[src/rtl/io_console_pkg.sv]
// Shared types and constants for the Z80 I/O-mapped console transmitter.
package io_console_pkg;

    typedef enum logic [1:0] {
        IDLE  = 2'd0,
        START = 2'd1,
        DATA  = 2'd2,
        STOP  = 2'd3
    } tx_state_t;

    localparam int unsigned STAT_OVF       = 7;
    localparam int unsigned STAT_BUSY      = 6;
    localparam int unsigned STAT_FULL      = 5;
    localparam int unsigned STAT_EMPTY     = 4;
    localparam int unsigned STAT_COUNT_MSB = 3;
    localparam int unsigned STAT_COUNT_LSB = 0;

    localparam logic [7:0] DEF_DATA_PORT   = 8'hBB;
    localparam logic [7:0] DEF_STATUS_PORT = 8'hBC;

    // Assemble the status byte seen by software on an IN from the status port.
    function automatic logic [7:0] pack_status(input logic       ovf,
                                               input logic       busy,
                                               input logic       full,
                                               input logic       empty,
                                               input logic [3:0] count);
        logic [7:0] s;
        s = 8'h00;
        s[STAT_OVF]   = ovf;
        s[STAT_BUSY]  = busy;
        s[STAT_FULL]  = full;
        s[STAT_EMPTY] = empty;
        s[STAT_COUNT_MSB:STAT_COUNT_LSB] = count;
        return s;
    endfunction

endpackage

[src/rtl/io_console_tx_if.sv]
// Z80 I/O bus signals between the CPU side (master) and the console port (slave).
interface io_console_tx_if;
    logic [7:0] address;
    logic       iorq_n;
    logic       rd_n;
    logic       wr_n;
    logic [7:0] dbus_in;
    logic [7:0] dbus_out;

    modport master (output address, iorq_n, rd_n, wr_n, dbus_in, input dbus_out);
    modport slave  (input address, iorq_n, rd_n, wr_n, dbus_in, output dbus_out);
endinterface

[src/rtl/io_console_fifo.sv]
// Byte FIFO, depth 2**FIFO_AW; full/empty come from the occupancy count.
module io_console_fifo #(
    parameter int unsigned FIFO_AW = 3
) (
    input  logic             clk,
    input  logic             reset_n,
    input  logic             push,
    input  logic [7:0]       din,
    input  logic             pop,
    output logic [7:0]       dout,
    output logic [FIFO_AW:0] count,
    output logic             full,
    output logic             empty
);
    localparam int unsigned DEPTH = 1 << FIFO_AW;

    logic [7:0]         mem [DEPTH];
    logic [FIFO_AW-1:0] wr_ptr;
    logic [FIFO_AW-1:0] rd_ptr;
    logic               do_push;
    logic               do_pop;

    assign full    = (count == (FIFO_AW + 1)'(DEPTH));
    assign empty   = (count == '0);
    assign do_pop  = pop & ~empty;
    // A pop in the same cycle frees a slot, so a push into a full FIFO is still taken.
    assign do_push = push & (~full | do_pop);
    assign dout    = mem[rd_ptr];

    always_ff @(posedge clk) begin
        if (do_push) begin
            mem[wr_ptr] <= din;
        end
    end

    always_ff @(posedge clk or negedge reset_n) begin
        if (!reset_n) begin
            wr_ptr <= '0;
            rd_ptr <= '0;
            count  <= '0;
        end else begin
            if (do_push) begin
                wr_ptr <= wr_ptr + FIFO_AW'(1);
            end
            if (do_pop) begin
                rd_ptr <= rd_ptr + FIFO_AW'(1);
            end
            case ({do_push, do_pop})
                2'b10:   count <= count + (FIFO_AW + 1)'(1);
                2'b01:   count <= count - (FIFO_AW + 1)'(1);
                default: count <= count;
            endcase
        end
    end

endmodule

[src/rtl/io_console_tx.sv]
// Console transmitter: OUTs to the data port queue bytes that leave as 8N1 frames on tx.
module io_console_tx
    import io_console_pkg::*;
#(
    parameter logic [7:0]  DATA_PORT    = DEF_DATA_PORT,
    parameter logic [7:0]  STATUS_PORT  = DEF_STATUS_PORT,
    parameter int unsigned CLKS_PER_BIT = 16,
    parameter int unsigned FIFO_AW      = 3
) (
    input  logic              clk,
    input  logic              reset_n,
    io_console_tx_if.slave    bus,
    output logic              tx,
    output logic              busy
);
    localparam int unsigned BAUD_W = (CLKS_PER_BIT > 1) ? $clog2(CLKS_PER_BIT) : 1;
    localparam logic [BAUD_W-1:0] BAUD_LAST = BAUD_W'(CLKS_PER_BIT - 1);

    logic              wsel;
    logic              wsel_q;
    logic              rsel;
    logic              rsel_q;
    logic              push;
    logic              pop;
    logic              overflow;
    logic              ovf_set;
    logic              ovf_clr;
    logic [7:0]        fifo_dout;
    logic [FIFO_AW:0]  fifo_count;
    logic              fifo_full;
    logic              fifo_empty;

    tx_state_t         state;
    tx_state_t         state_nxt;
    logic [7:0]        shift;
    logic [7:0]        shift_nxt;
    logic [2:0]        bit_cnt;
    logic [2:0]        bit_cnt_nxt;
    logic [BAUD_W-1:0] baud_cnt;
    logic [BAUD_W-1:0] baud_nxt;
    logic              baud_done;
    logic              tx_nxt;

    // One push per OUT: only the first cycle of a held write strobe counts.
    assign wsel = ~bus.iorq_n & ~bus.wr_n & (bus.address == DATA_PORT);
    assign rsel = ~bus.iorq_n & ~bus.rd_n & (bus.address == STATUS_PORT);
    assign push = wsel & ~wsel_q;

    // Overflow stays set until the read that reported it has ended; a new drop wins.
    assign ovf_set = push & fifo_full & ~pop;
    assign ovf_clr = rsel_q & ~rsel;

    assign bus.dbus_out = rsel ? pack_status(overflow, busy, fifo_full, fifo_empty,
                                             4'(fifo_count))
                               : 8'h00;

    io_console_fifo #(
        .FIFO_AW (FIFO_AW)
    ) u_fifo (
        .clk     (clk),
        .reset_n (reset_n),
        .push    (push),
        .din     (bus.dbus_in),
        .pop     (pop),
        .dout    (fifo_dout),
        .count   (fifo_count),
        .full    (fifo_full),
        .empty   (fifo_empty)
    );

    always_ff @(posedge clk or negedge reset_n) begin
        if (!reset_n) begin
            wsel_q   <= 1'b0;
            rsel_q   <= 1'b0;
            overflow <= 1'b0;
            state    <= IDLE;
            shift    <= 8'h00;
            bit_cnt  <= 3'd0;
            baud_cnt <= '0;
            tx       <= 1'b1;
            busy     <= 1'b0;
        end else begin
            wsel_q   <= wsel;
            rsel_q   <= rsel;
            overflow <= ovf_set | (overflow & ~ovf_clr);
            state    <= state_nxt;
            shift    <= shift_nxt;
            bit_cnt  <= bit_cnt_nxt;
            baud_cnt <= baud_nxt;
            tx       <= tx_nxt;
            busy     <= ~fifo_empty | (state != IDLE);
        end
    end

    assign baud_done = (baud_cnt == BAUD_LAST);

    // Frame sequencer; tx is registered from the current state so it trails by one cycle.
    always_comb begin
        state_nxt   = state;
        shift_nxt   = shift;
        bit_cnt_nxt = bit_cnt;
        baud_nxt    = baud_cnt;
        pop         = 1'b0;
        tx_nxt      = 1'b1;
        case (state)
            IDLE: begin
                if (!fifo_empty) begin
                    pop         = 1'b1;
                    shift_nxt   = fifo_dout;
                    bit_cnt_nxt = 3'd0;
                    baud_nxt    = '0;
                    state_nxt   = START;
                end
            end
            START: begin
                tx_nxt = 1'b0;
                if (baud_done) begin
                    baud_nxt  = '0;
                    state_nxt = DATA;
                end else begin
                    baud_nxt = baud_cnt + BAUD_W'(1);
                end
            end
            DATA: begin
                tx_nxt = shift[0];
                if (baud_done) begin
                    baud_nxt  = '0;
                    shift_nxt = {1'b0, shift[7:1]};
                    if (bit_cnt == 3'd7) begin
                        state_nxt = STOP;
                    end else begin
                        bit_cnt_nxt = bit_cnt + 3'd1;
                    end
                end else begin
                    baud_nxt = baud_cnt + BAUD_W'(1);
                end
            end
            STOP: begin
                if (baud_done) begin
                    baud_nxt  = '0;
                    state_nxt = IDLE;
                end else begin
                    baud_nxt = baud_cnt + BAUD_W'(1);
                end
            end
            default: state_nxt = IDLE;
        endcase
    end

endmodule
[src/flat_wrapper.sv]
// flat-port wrapper written by rule: the top's interface ports become plain ports
module io_console_tx_flat import io_console_pkg::*;
#(
    parameter logic [7:0]  DATA_PORT    = DEF_DATA_PORT,
    parameter logic [7:0]  STATUS_PORT  = DEF_STATUS_PORT,
    parameter int unsigned CLKS_PER_BIT = 16,
    parameter int unsigned FIFO_AW      = 3
)
  (clk, reset_n, tx, busy, bus_address, bus_iorq_n, bus_rd_n, bus_wr_n, bus_dbus_in, bus_dbus_out);
  io_console_tx_if bus_i ();
  input  logic clk;
  input  logic reset_n;
  output logic tx;
  output logic busy;
  input wire logic [$bits(bus_i.address)-1:0] bus_address;
  input wire logic [$bits(bus_i.iorq_n)-1:0] bus_iorq_n;
  input wire logic [$bits(bus_i.rd_n)-1:0] bus_rd_n;
  input wire logic [$bits(bus_i.wr_n)-1:0] bus_wr_n;
  input wire logic [$bits(bus_i.dbus_in)-1:0] bus_dbus_in;
  output wire logic [$bits(bus_i.dbus_out)-1:0] bus_dbus_out;
  assign bus_i.address = bus_address;
  assign bus_i.iorq_n = bus_iorq_n;
  assign bus_i.rd_n = bus_rd_n;
  assign bus_i.wr_n = bus_wr_n;
  assign bus_i.dbus_in = bus_dbus_in;
  assign bus_dbus_out = bus_i.dbus_out;
  io_console_tx #(.DATA_PORT(DATA_PORT), .STATUS_PORT(STATUS_PORT), .CLKS_PER_BIT(CLKS_PER_BIT), .FIFO_AW(FIFO_AW)) u_core (.clk(clk), .reset_n(reset_n), .bus(bus_i), .tx(tx), .busy(busy));
endmodule
[config.mk]
export PLATFORM = sky130hd
export DESIGN_NAME = io_console_tx_flat
export DESIGN_NICKNAME = d
export VERILOG_FILES = /design/src/rtl/io_console_pkg.sv /design/src/rtl/io_console_tx_if.sv /design/src/rtl/io_console_fifo.sv /design/src/rtl/io_console_tx.sv /design/src/flat_wrapper.sv
export SDC_FILE = /design/constraint.sdc
export NUM_CORES = 1
export LEC_CHECK = 0
export CAP_MARGIN = 5
export CORE_ASPECT_RATIO = 0.6
export CORE_MARGIN = 3
export CORE_UTILIZATION = 53
export CTS_CLUSTER_DIAMETER = 50
export DETAILED_ROUTE_END_ITERATION = 10
export DONT_BUFFER_PORTS = 1
export PLACE_DENSITY_LB_ADDON = 0.08
export RECOVER_POWER = 50
export SYNTH_ARGS = -nofsm -noshare
export SYNTH_HDL_FRONTEND = slang
export SYNTH_SLANG_ARGS = --single-unit
[constraint.sdc]
create_clock -name clk -period 2.6 [get_ports clk]
set_input_delay 0.39 -clock clk [delete_from_list [all_inputs] [get_ports clk]]
set_output_delay 0.39 -clock clk [all_outputs]
set_load 0.03 [all_outputs]
==> flow_metrics.py, run 1 <==
metrics = {
    "status": {
        "status": "complete, but fails checks",
        "violations": "max-capacitance violations, max-slew violations",
    },
    "timing": {
        "setup_tns_ns": 0,
        "setup_viol": 0,
        "fmaxAchievable_mhz": 417.6,
        "min_period_over_period_pct": 92.11,
        "finalHoldViolCount": 0,
        "maxSlewHeadroom_pct": -20.37,
        "rsz0062_at_grt": "no",
        "tightestPinTransition_ns": 1.806,
        "fin_crit_ns": 2.395,
        "finClkSkew_ns": 0.004530,
        "setup_slack_ns": 0.2053,
        "slew_viol_final": 33,
    },
    "worst_setup_path": {
        "slowest_delay_ns": 0.72,
        "start_kind": "primary input",
        "required_ns": 2.21,
        "slowest_stage": "or4b_2",
        "critical_path.cell_chain": "or4b_2 > nor3_1 > and2_1",
        "cp-end-kind": "output pin",
        "worstSetupPathType": "primary input to output pin",
        "arrival_ns": 2.00,
        "crit_fanout": 6,
    },
    "routing": {
        "first_pass_iters": 4,
        "ant_nets": 0,
        "totalWireLength_mm": 7.845,
        "drt-met1-wl_mm": 3.938,
        "via_per_inst": 5.700,
        "route.detailed.drc": 0,
        "routed.top_layer": "met4",
        "drtIter0Drc": 241,
        "wl_met2_mm": 3.382,
        "wl_met3_um": 470,
        "num_vias": 2411,
        "drt-wirelength-per-cell_um": 18.55,
    },
    "yosys": {
        "synthFlopType": "edfxtp_1",
        "synth-edff-count": 64,
        "ys_seq_elements": 96,
        "synth_top_family_by_area": "multiplexers",
        "synth_most_common_cell": "edfxtp_1",
        "synth-compound-area-share_pct": 7.498,
        "yosys.area_share.simple_pct": 10.17,
        "synth-async-reset-ratio_pct": 33.33,
        "synthTopCellsByArea": "edfxtp_1, dfrtp_1, mux4_2",
        "synth_area_leader_cell": "edfxtp_1",
        "yosysWarnings": 0,
        "synth_cells": 289,
        "yosysTopAreaCellShare_pct": 45.16,
        "ys_types": 52,
        "netlist_area_um2": 4255,
        "synthMuxAreaShare_pct": 10.73,
        "avgSynthCellArea_um2": 14.72,
        "syn_nets": 323,
        "synthXorXnorAreaFrac_pct": 1.441,
        "yosys-top-cells-count": "edfxtp_1, dfrtp_1, mux2i_1, nand2_1, nor2_1",
        "ys_seq_area_share_pct": 64.01,
        "synthAdderAreaFrac_pct": 3.999,
    },
    "clock_tree": {
        "post_cts_resized": 0,
        "postCtsSetupBuffers": 0,
        "cts_tree": "done",
        "cts_buffers": 9,
        "cts_hold_buf": 2,
        "clk_pin_slew_ns": 0.06,
        "clock-sinks": 96,
        "root_buffer": "clkbuf_16",
        "h-tree-depth": 3,
        "clk-insertion-delay-late_ns": 0.34,
        "cts.path.max_buffers": 2,
    },
    "die": {
        "die_w_um": 121.7,
        "fp-row-count": 24,
        "start_util_pct": 56.46,
        "core_area_um2": 7537,
        "io_pins": 31,
        "die_area_um2": 9175,
        "die_h_um": 75.41,
    },
    "pwr": {
        "vdd_ir_drop_max_mv": 0.4697,
        "seq_power_share_pct": 53.7,
        "switching_power_mw": 0.5611,
        "power_mw": 3.053,
        "p_clk_share_pct": 45.1,
        "sw_frac_of_total_pct": 18.38,
        "p_int_mw": 2.492,
        "p_comb_share_pct": 1.2,
        "powerDensity_nw_per_um2": 630.1,
        "p_leak_nw": 1.756,
    },
    "layout": {
        "drive_gt1_share_pct": 17.24,
        "fillers": 538,
        "seq_area_um2": 2724,
        "num_antenna_cells": 0,
        "area_growth_pct": 13.85,
        "nNetsFinal": 348,
        "multi_input_comb_area_um2": 1441,
    },
    "flow_run": {
        "cap_violations": 1,
    },
    "placement": {
        "gp_congestion": 0.8050,
        "dp_hpwl_mm": 5.467,
        "place_ws_ns": 0.2592,
        "portBuffers": 0,
    },
    "global_route": {
        "grt_max_degree": 33,
        "antenna_found_initial": 0,
        "overflow": 0,
        "grt_pass1_wl_mm": 12.54,
        "grt_use_total_pct": 18.77,
        "grt_pass1_vias": 2372,
    },
    "worst_hold_path": {
        "hp-class": "primary input to flop",
    },
}
==> worst max-delay path: cells and delay by family <==
family	cells	cell delay, ns
simple gates	3	1.61
==> final timing paths <==
path / to / depth (start not counted) / from / slack [ns]
worst max-delay path: bus_dbus_out[7] / 3 / bus_address[0] / 0.21
worst min-delay path: u_core.u_fifo.mem[0][7] / 0 / bus_dbus_in[7] / 0.15
worst max register to register: u_core.u_fifo.count[3] / 8 / u_core.u_fifo.count[1] / 0.24
worst min register to register: u_core.tx / 2 / u_core.shift[0] / 0.49
max in group asynchronous: u_core.baud_cnt[1] / 2 / reset_n / 0.48
min in group asynchronous: u_core.baud_cnt[3] / 2 / reset_n / 1.08
==> final cells by class <==
type / count / share of cell area, %
Sequential cell: 96 / 56.22
Inverter: 10 / 0.7748
Clock buffer: 11 / 4.804
Timing Repair Buffer: 26 / 4.106
Tap cell: 104 / 2.686
Clock inverter: 5 / 1.653
Multi-Input combinational cell: 171 / 29.75
==> routing by layer <==
metal | vias to the layer above | GRT usage (%)
li1 | 1159 | -
met1 | 1187 | 27.77
met2 | 61 | 27.46
met3 | 4 | 5.415
met4 | 0 | 5.590
met5 | - | 0
==> cells in the final DEF (no fill, tap or decap), types with 2 or more instances in the layout <==
| master | n |
|---|---|
| edfxtp_1 | 64 |
| dfrtp_1 | 31 |
| buf_4 | 21 |
| mux2i_1 | 18 |
| nand2_1 | 17 |
| nor2_1 | 13 |
| o21ai_0 | 12 |
| ha_1 | 12 |
| inv_1 | 10 |
| mux4_2 | 9 |
| clkbuf_16 | 9 |
| a221oi_1 | 7 |
| a31oi_1 | 7 |
| and2_1 | 6 |
| nor3_1 | 6 |
| xnor2_1 | 6 |
| nand2b_1 | 5 |
| nor4_1 | 5 |
| clkbuf_1 | 5 |
| a21oi_1 | 4 |
| nand3_1 | 3 |
| mux2_1 | 3 |
| nand4_1 | 3 |
| a22o_1 | 3 |
| a21o_1 | 3 |
| nor4_4 | 2 |
| nor2b_1 | 2 |
| bufinv_16 | 2 |
==> power groups by stage <==
stage	Combinational [mW]	Clock, mW	Sequential [mW]
5_1_grt	0.0420	1.47	1.64
3_3_place_gp	0.0263	0	1.67
3_5_place_dp	0.0265	0	1.67
4_1_cts	0.0421	1.41	1.64
2_1_floorplan	0.0185	0	1.67
6_report	0.0367	1.38	1.64
==> registers in the layout, summed over array words and instances (netlist names) <==
name and cells:
u_core.u_fifo.rd_ptr 3, u_core.baud_cnt 4, u_core.tx 1, u_core.u_fifo.count 4, u_core.shift 8, u_core.u_fifo.wr_ptr 3
u_core.bit_cnt 3, u_core.wsel_q 1, u_core.busy 1, u_core.u_fifo.mem 64, u_core.state 2, u_core.overflow 1
u_core.rsel_q 1
==> kinds of logic after synthesis <==
family	Yosys count
AOI/OAI and AO/OA	46
and+or+nand+nor	72
adders and majority gates	13
muxes	33
DFF	96
xor gates and xnor gates	7
buffers and inverters	22
==> metrics by stage <==
| stage | utilization, % | hold slack (ns) | instance area (um^2) | std cells |
|---|---|---|---|---|
| after global routing | 64.28 | 0.1229 | 4845 | 423 |
| after detailed placement | 60.11 | 0.09598 | 4531 | 405 |
| after CTS | 64.66 | 0.1277 | 4873 | 423 |
| final | 64.28 | 0.1465 | 4845 | 423 |
| after floorplan | - | 0.09441 | 4262 | 289 |
| after global placement | 60.11 | 0.09559 | 4531 | 405 |
Note: power is estimated with default switching activity, not from simulation.
==> inputs of run 2 (changes only) <==
Clock period 2.6 ns to 2.7 ns, I/O delays scaled along.
==> flow_metrics.py, run 2 (synthesis results as in run 1) <==
metrics = {
    "timing": {
        "setup_tns_ns": 0,
        "finalHoldViolCount": 0,
        "finClkSkew_ns": 0.005573,
        "fin_crit_ns": 2.496,
        "min_period_over_period_pct": 92.45,
        "setup_viol": 0,
        "tightestPinTransition_ns": 1.761,
        "fmaxAchievable_mhz": 400.6,
        "rsz0062_at_grt": "no",
        "slew_viol_final": 33,
        "setup_slack_ns": 0.2040,
        "maxSlewHeadroom_pct": -17.38,
    },
    "routing": {
        "ant_nets": 0,
        "first_pass_iters": 4,
        "num_vias": 2434,
        "totalWireLength_mm": 7.726,
        "route.detailed.drc": 0,
        "via_per_inst": 5.795,
        "drt-wirelength-per-cell_um": 18.40,
        "drtIter0Drc": 253,
    },
    "pwr": {
        "p_clk_share_pct": 41.5,
        "powerDensity_nw_per_um2": 576.5,
        "switching_power_mw": 0.5437,
        "p_int_mw": 2.208,
        "seq_power_share_pct": 57.4,
        "p_leak_nw": 1.729,
        "vdd_ir_drop_max_mv": 0.5327,
        "p_comb_share_pct": 1.2,
        "sw_frac_of_total_pct": 19.76,
    },
    "global_route": {
        "grt_max_degree": 33,
        "grt_pass1_wl_mm": 12.43,
        "grt_use_total_pct": 18.39,
        "overflow": 0,
        "grt_pass1_vias": 2366,
        "antenna_found_initial": 0,
    },
    "die": {
        "die_w_um": 121.7,
        "io_pins": 31,
        "die_h_um": 75.41,
        "core_area_um2": 7537,
        "fp-row-count": 24,
        "start_util_pct": 56.46,
        "die_area_um2": 9175,
    },
    "layout": {
        "nNetsFinal": 346,
        "seq_area_um2": 2724,
        "top_regs": "u_core.u_fifo.mem (64), u_core.shift (8)",
        "multi_input_comb_area_um2": 1441,
        "mostFrequentLayoutCells": "edfxtp_1, dfrtp_1, buf_4",
        "largest_reg_flops": 64,
        "final_cells": 420,
        "regMostFlops": "u_core.u_fifo.mem",
        "area_growth_pct": 12.17,
        "final_common_cell": "edfxtp_1",
        "fillers": 561,
        "final_area_um2": 4773,
        "drive_gt1_share_pct": 17.41,
        "num_antenna_cells": 0,
    },
    "clock_tree": {
        "clk-insertion-delay-late_ns": 0.34,
        "root_buffer": "clkbuf_16",
        "clock-sinks": 96,
        "h-tree-depth": 3,
        "cts_tree": "done",
        "cts_buffers": 9,
        "cts.path.max_buffers": 2,
        "clk_pin_slew_ns": 0.07,
    },
    "flow_run": {
        "cap_violations": 1,
    },
    "placement": {
        "dp_hpwl_mm": 5.412,
        "portBuffers": 0,
        "gp_congestion": 0.8901,
        "place_ws_ns": 0.2469,
        "place_area_um2": 4503,
        "dp.cells": 403,
    },
    "worst_setup_path": {
        "worstSetupPathType": "flop to flop",
        "crit_fanout": 5,
        "crit_path_frequent_cell": "a21o_1",
        "cp-end-kind": "flop",
        "slowest_stage": "or3_1",
        "start_kind": "flop",
        "arrival_ns": 2.77,
        "slowest_delay_ns": 0.47,
        "critical_path.cell_chain": "or3_1 > o21ai_1 > nor2_1 > ha_1 > a21o_1 > a21o_1 > or4_1 > nand4_1",
        "required_ns": 2.97,
    },
    "status": {
        "violations": "max-capacitance violations, max-slew violations",
        "status": "complete, but fails checks",
    },
    "worst_hold_path": {
        "hp-class": "primary input to flop",
    },
}
==> run 2: cell types whose count changed in the layout (fill, tap and decap cells not counted) <==
cell	previous run	this run
buf_12	1	0
inv_6	1	2
bufinv_16	2	0
clkbuf_1	5	3
clkinv_1	1	0
buf_4	21	20
clkinv_4	0	1
clkinv_2	0	2
==> run 2: metrics by stage <==
stage               power (mW)  hold WS [ns]  util, %
floorplan                1.626        0.1094        -
global placement         1.630        0.1114    59.74
detailed placement       1.631        0.1114    59.74
CTS                      2.790        0.1500    63.71
global route             2.846        0.1408    63.33
finish                   2.752        0.1616    63.33
==> run 2: power by group through the flow <==
stage               registers, mW  clock network [mW]  logic, mW
floorplan                    1.61                   0     0.0178
global placement             1.61                   0     0.0214
detailed placement           1.61                   0     0.0221
CTS                          1.58                1.17     0.0372
global route                 1.58                1.23     0.0364
finish                       1.58                1.14     0.0319
==> run 2: cell type report <==
cell class / count / area share [%]
inverter: 10 / 0.7864
clock buffer: 9 / 4.718
timing repair buffer: 24 / 3.591
tap: 104 / 2.726
multi-input combinational: 171 / 30.20
sequential: 96 / 57.06
clock inverter: 6 / 0.9174
==> run 2: layer usage <==
metal / global-route usage (%) / part of all wire (%) / up-vias
li1: - / - / 1159
met1: 26.83 / 51 / 1232
met2: 27.46 / 44 / 39
met3: 6.157 / 4.4 / 4
met4: 3.727 / 0.57 / 0
met5: 0 / 0 / -
==> run 2: final timing paths <==
check,depth (start not counted),endpoint,start,slack [ns]
worst max-delay path,8,u_core.u_fifo.count[3],u_core.u_fifo.count[0],0.20
min in group asynchronous,2,u_core.baud_cnt[1],reset_n,1.11
worst max register to register,8,u_core.u_fifo.count[3],u_core.u_fifo.count[0],0.20
worst min register to register,2,u_core.tx,u_core.shift[0],0.50
max in group asynchronous,2,u_core.u_fifo.rd_ptr[0],reset_n,0.57
worst min-delay path,0,u_core.u_fifo.mem[6][0],bus_dbus_in[0],0.16
==> run 2: worst max-delay path, delay by kind of cell (launching register included) <==
kind | cells | cell delay (ns)
and+or+nand+nor | 4 | 1.09
AOI/OAI and AO/OA | 3 | 0.59
adders and majority gates | 1 | 0.29
DFF | 1 | 0.46
==> run 2: what timing repair did <==
item,CTS,global route
resized for setup,0,0
hold buffers,2,0
setup buffers,0,0
endpoints found under the hold margin,32,0
==> inputs of run 3 (changes only) <==
Settings changed: BUFFER_PORTS_ARGS set to -buffer_cell sky130_fd_sc_hd__clkbuf_2, DONT_BUFFER_PORTS 1 to unset, RECOVER_POWER 50 to 100.
==> flow_metrics.py, run 3 (synthesis results as in run 1) <==
metrics = {
    "status": {
        "status": "complete, but fails checks",
        "violations": "max-capacitance violations, max-slew violations",
    },
    "clock_tree": {
        "cts.path.max_buffers": 2,
        "post_cts_resized": 0,
        "clk-insertion-delay-late_ns": 0.34,
        "root_buffer": "clkbuf_16",
        "clock-sinks": 96,
        "cts_hold_buf": 0,
        "clk_pin_slew_ns": 0.06,
        "cts_buffers": 9,
        "h-tree-depth": 3,
        "cts_tree": "done",
        "postCtsSetupBuffers": 0,
    },
    "routing": {
        "num_vias": 2541,
        "drtIter0Drc": 221,
        "totalWireLength_mm": 8.212,
        "ant_nets": 0,
        "first_pass_iters": 4,
        "via_per_inst": 5.710,
        "route.detailed.drc": 0,
        "drt-wirelength-per-cell_um": 18.45,
    },
    "timing": {
        "finClkSkew_ns": 0.004875,
        "tightestPinTransition_ns": 1.770,
        "min_period_over_period_pct": 93.62,
        "setup_tns_ns": 0,
        "rsz0062_at_grt": "no",
        "fin_crit_ns": 2.528,
        "setup_viol": 0,
        "maxSlewHeadroom_pct": -18.01,
        "finalHoldWorstSlack_ns": 0.4239,
        "fmaxAchievable_mhz": 395.6,
        "slew_viol_final": 33,
        "finalHoldViolCount": 0,
    },
    "worst_hold_path": {
        "hp-class": "primary input to flop",
    },
    "die": {
        "die_w_um": 121.7,
        "start_util_pct": 56.46,
        "die_h_um": 75.41,
        "io_pins": 31,
        "fp-row-count": 24,
        "core_area_um2": 7537,
        "die_area_um2": 9175,
    },
    "worst_setup_path": {
        "required_ns": 2.30,
        "slowest_delay_ns": 0.73,
        "slowest_stage": "or4b_2",
        "critical_path.cell_chain": "clkbuf_2 > or4b_2 > nor3_1 > and2_0 > clkbuf_2",
        "worst-path-buf-inv": 2,
        "start_kind": "primary input",
        "cpLargestDelayFamily": "simple AND/OR/NAND/NOR gates",
        "arrival_ns": 2.12,
        "crit_path_frequent_cell": "clkbuf_2",
        "worstSetupPathType": "primary input to output pin",
        "cp-end-kind": "output pin",
        "crit_fanout": 6,
    },
    "layout": {
        "num_antenna_cells": 0,
        "top_regs": "u_core.u_fifo.mem (64), u_core.shift (8)",
        "regMostFlops": "u_core.u_fifo.mem",
        "mostFrequentLayoutCells": "edfxtp_1, dfrtp_1, clkbuf_2",
        "largest_reg_flops": 64,
        "area_growth_pct": 13.67,
        "drive_gt1_share_pct": 17.89,
        "final_common_cell": "edfxtp_1",
        "nNetsFinal": 370,
    },
    "global_route": {
        "grt_pass1_wl_mm": 13.23,
        "overflow": 0,
        "grt_use_total_pct": 19.82,
        "grt_pass1_vias": 2520,
        "grt_max_degree": 33,
        "antenna_found_initial": 0,
    },
    "flow_run": {
        "cap_violations": 1,
    },
    "pwr": {
        "seq_power_share_pct": 55.0,
        "vdd_ir_drop_max_mv": 0.3664,
        "sw_frac_of_total_pct": 19.48,
        "p_comb_share_pct": 1.9,
        "p_int_mw": 2.310,
        "powerDensity_nw_per_um2": 593.1,
        "p_leak_nw": 1.768,
        "switching_power_mw": 0.5587,
        "p_clk_share_pct": 43.0,
    },
    "placement": {
        "gp_congestion": 0.7345,
        "portBuffers": 30,
        "dp_hpwl_mm": 5.648,
    },
}
run 3: cell count changes in the layout (fill, tap and decap cells not counted), moves of 5 or more:
| cell | change |
|---|---|
| clkbuf_2 | +24 |
| and2_1 | -5 |
| buf_4 | -14 |
| and2_0 | +5 |
| clkbuf_1 | +17 |
run 3: area by class of cell:
cell class / count / area [um^2]
inverters: 10 / 37.54
multi-input cells: 171 / 1424
clock buffers: 11 / 232.7
clock inverters: 5 / 56.30
fillers: 567 / 2700
repair buffers: 48 / 232.7
flip-flops and latches: 96 / 2724
well taps: 104 / 130.1
run 3: power groups by stage:
stage               sequential [mW]  combinational, mW  clock [mW]
global route                   1.58             0.0630        1.32
global placement               1.61             0.0583           0
detailed placement             1.61             0.0602           0
floorplan                      1.61             0.0178           0
CTS                            1.58             0.0603        1.27
finish                         1.58             0.0552        1.23
run 3: metal layers:
| metal | vias to the layer above | wire [um] | GRT usage (%) |
|---|---|---|---|
| li1 | 1205 | - | - |
| met1 | 1271 | 4263 | 29.17 |
| met2 | 58 | 3406 | 28.07 |
| met3 | 7 | 443 | 6.602 |
| met4 | 0 | 99 | 6.584 |
| met5 | - | 0 | 0 |
run 3: final timing paths:
kind	startpoint	endpoint	depth (start not counted)	slack [ns]
min in group asynchronous	reset_n	u_core.baud_cnt[1]	1	0.53
max in group asynchronous	reset_n	u_core.u_fifo.rd_ptr[0]	1	1.15
min	bus_dbus_in[5]	u_core.u_fifo.mem[6][5]	1	0.42
min reg2reg	u_core.shift[0]	u_core.tx	2	0.50
max reg2reg	u_core.u_fifo.count[0]	u_core.u_fifo.count[3]	8	0.20
max	bus_address[0]	bus_dbus_out[7]	5	0.17
run 3: through the flow:
stage	utilization [%]	area (um^2)	setup slack, ns	power [mW]	cells
5_1_grt	64.18	4837	0.05187	2.964	445
3_3_place_gp	61.42	4629	0.3353	1.667	429
3_5_place_dp	61.42	4629	0.2137	1.669	429
4_1_cts	65.26	4918	0.1941	2.906	445
2_1_floorplan	-	4262	0.1737	1.626	289
6_report	64.18	4837	0.1723	2.869	445
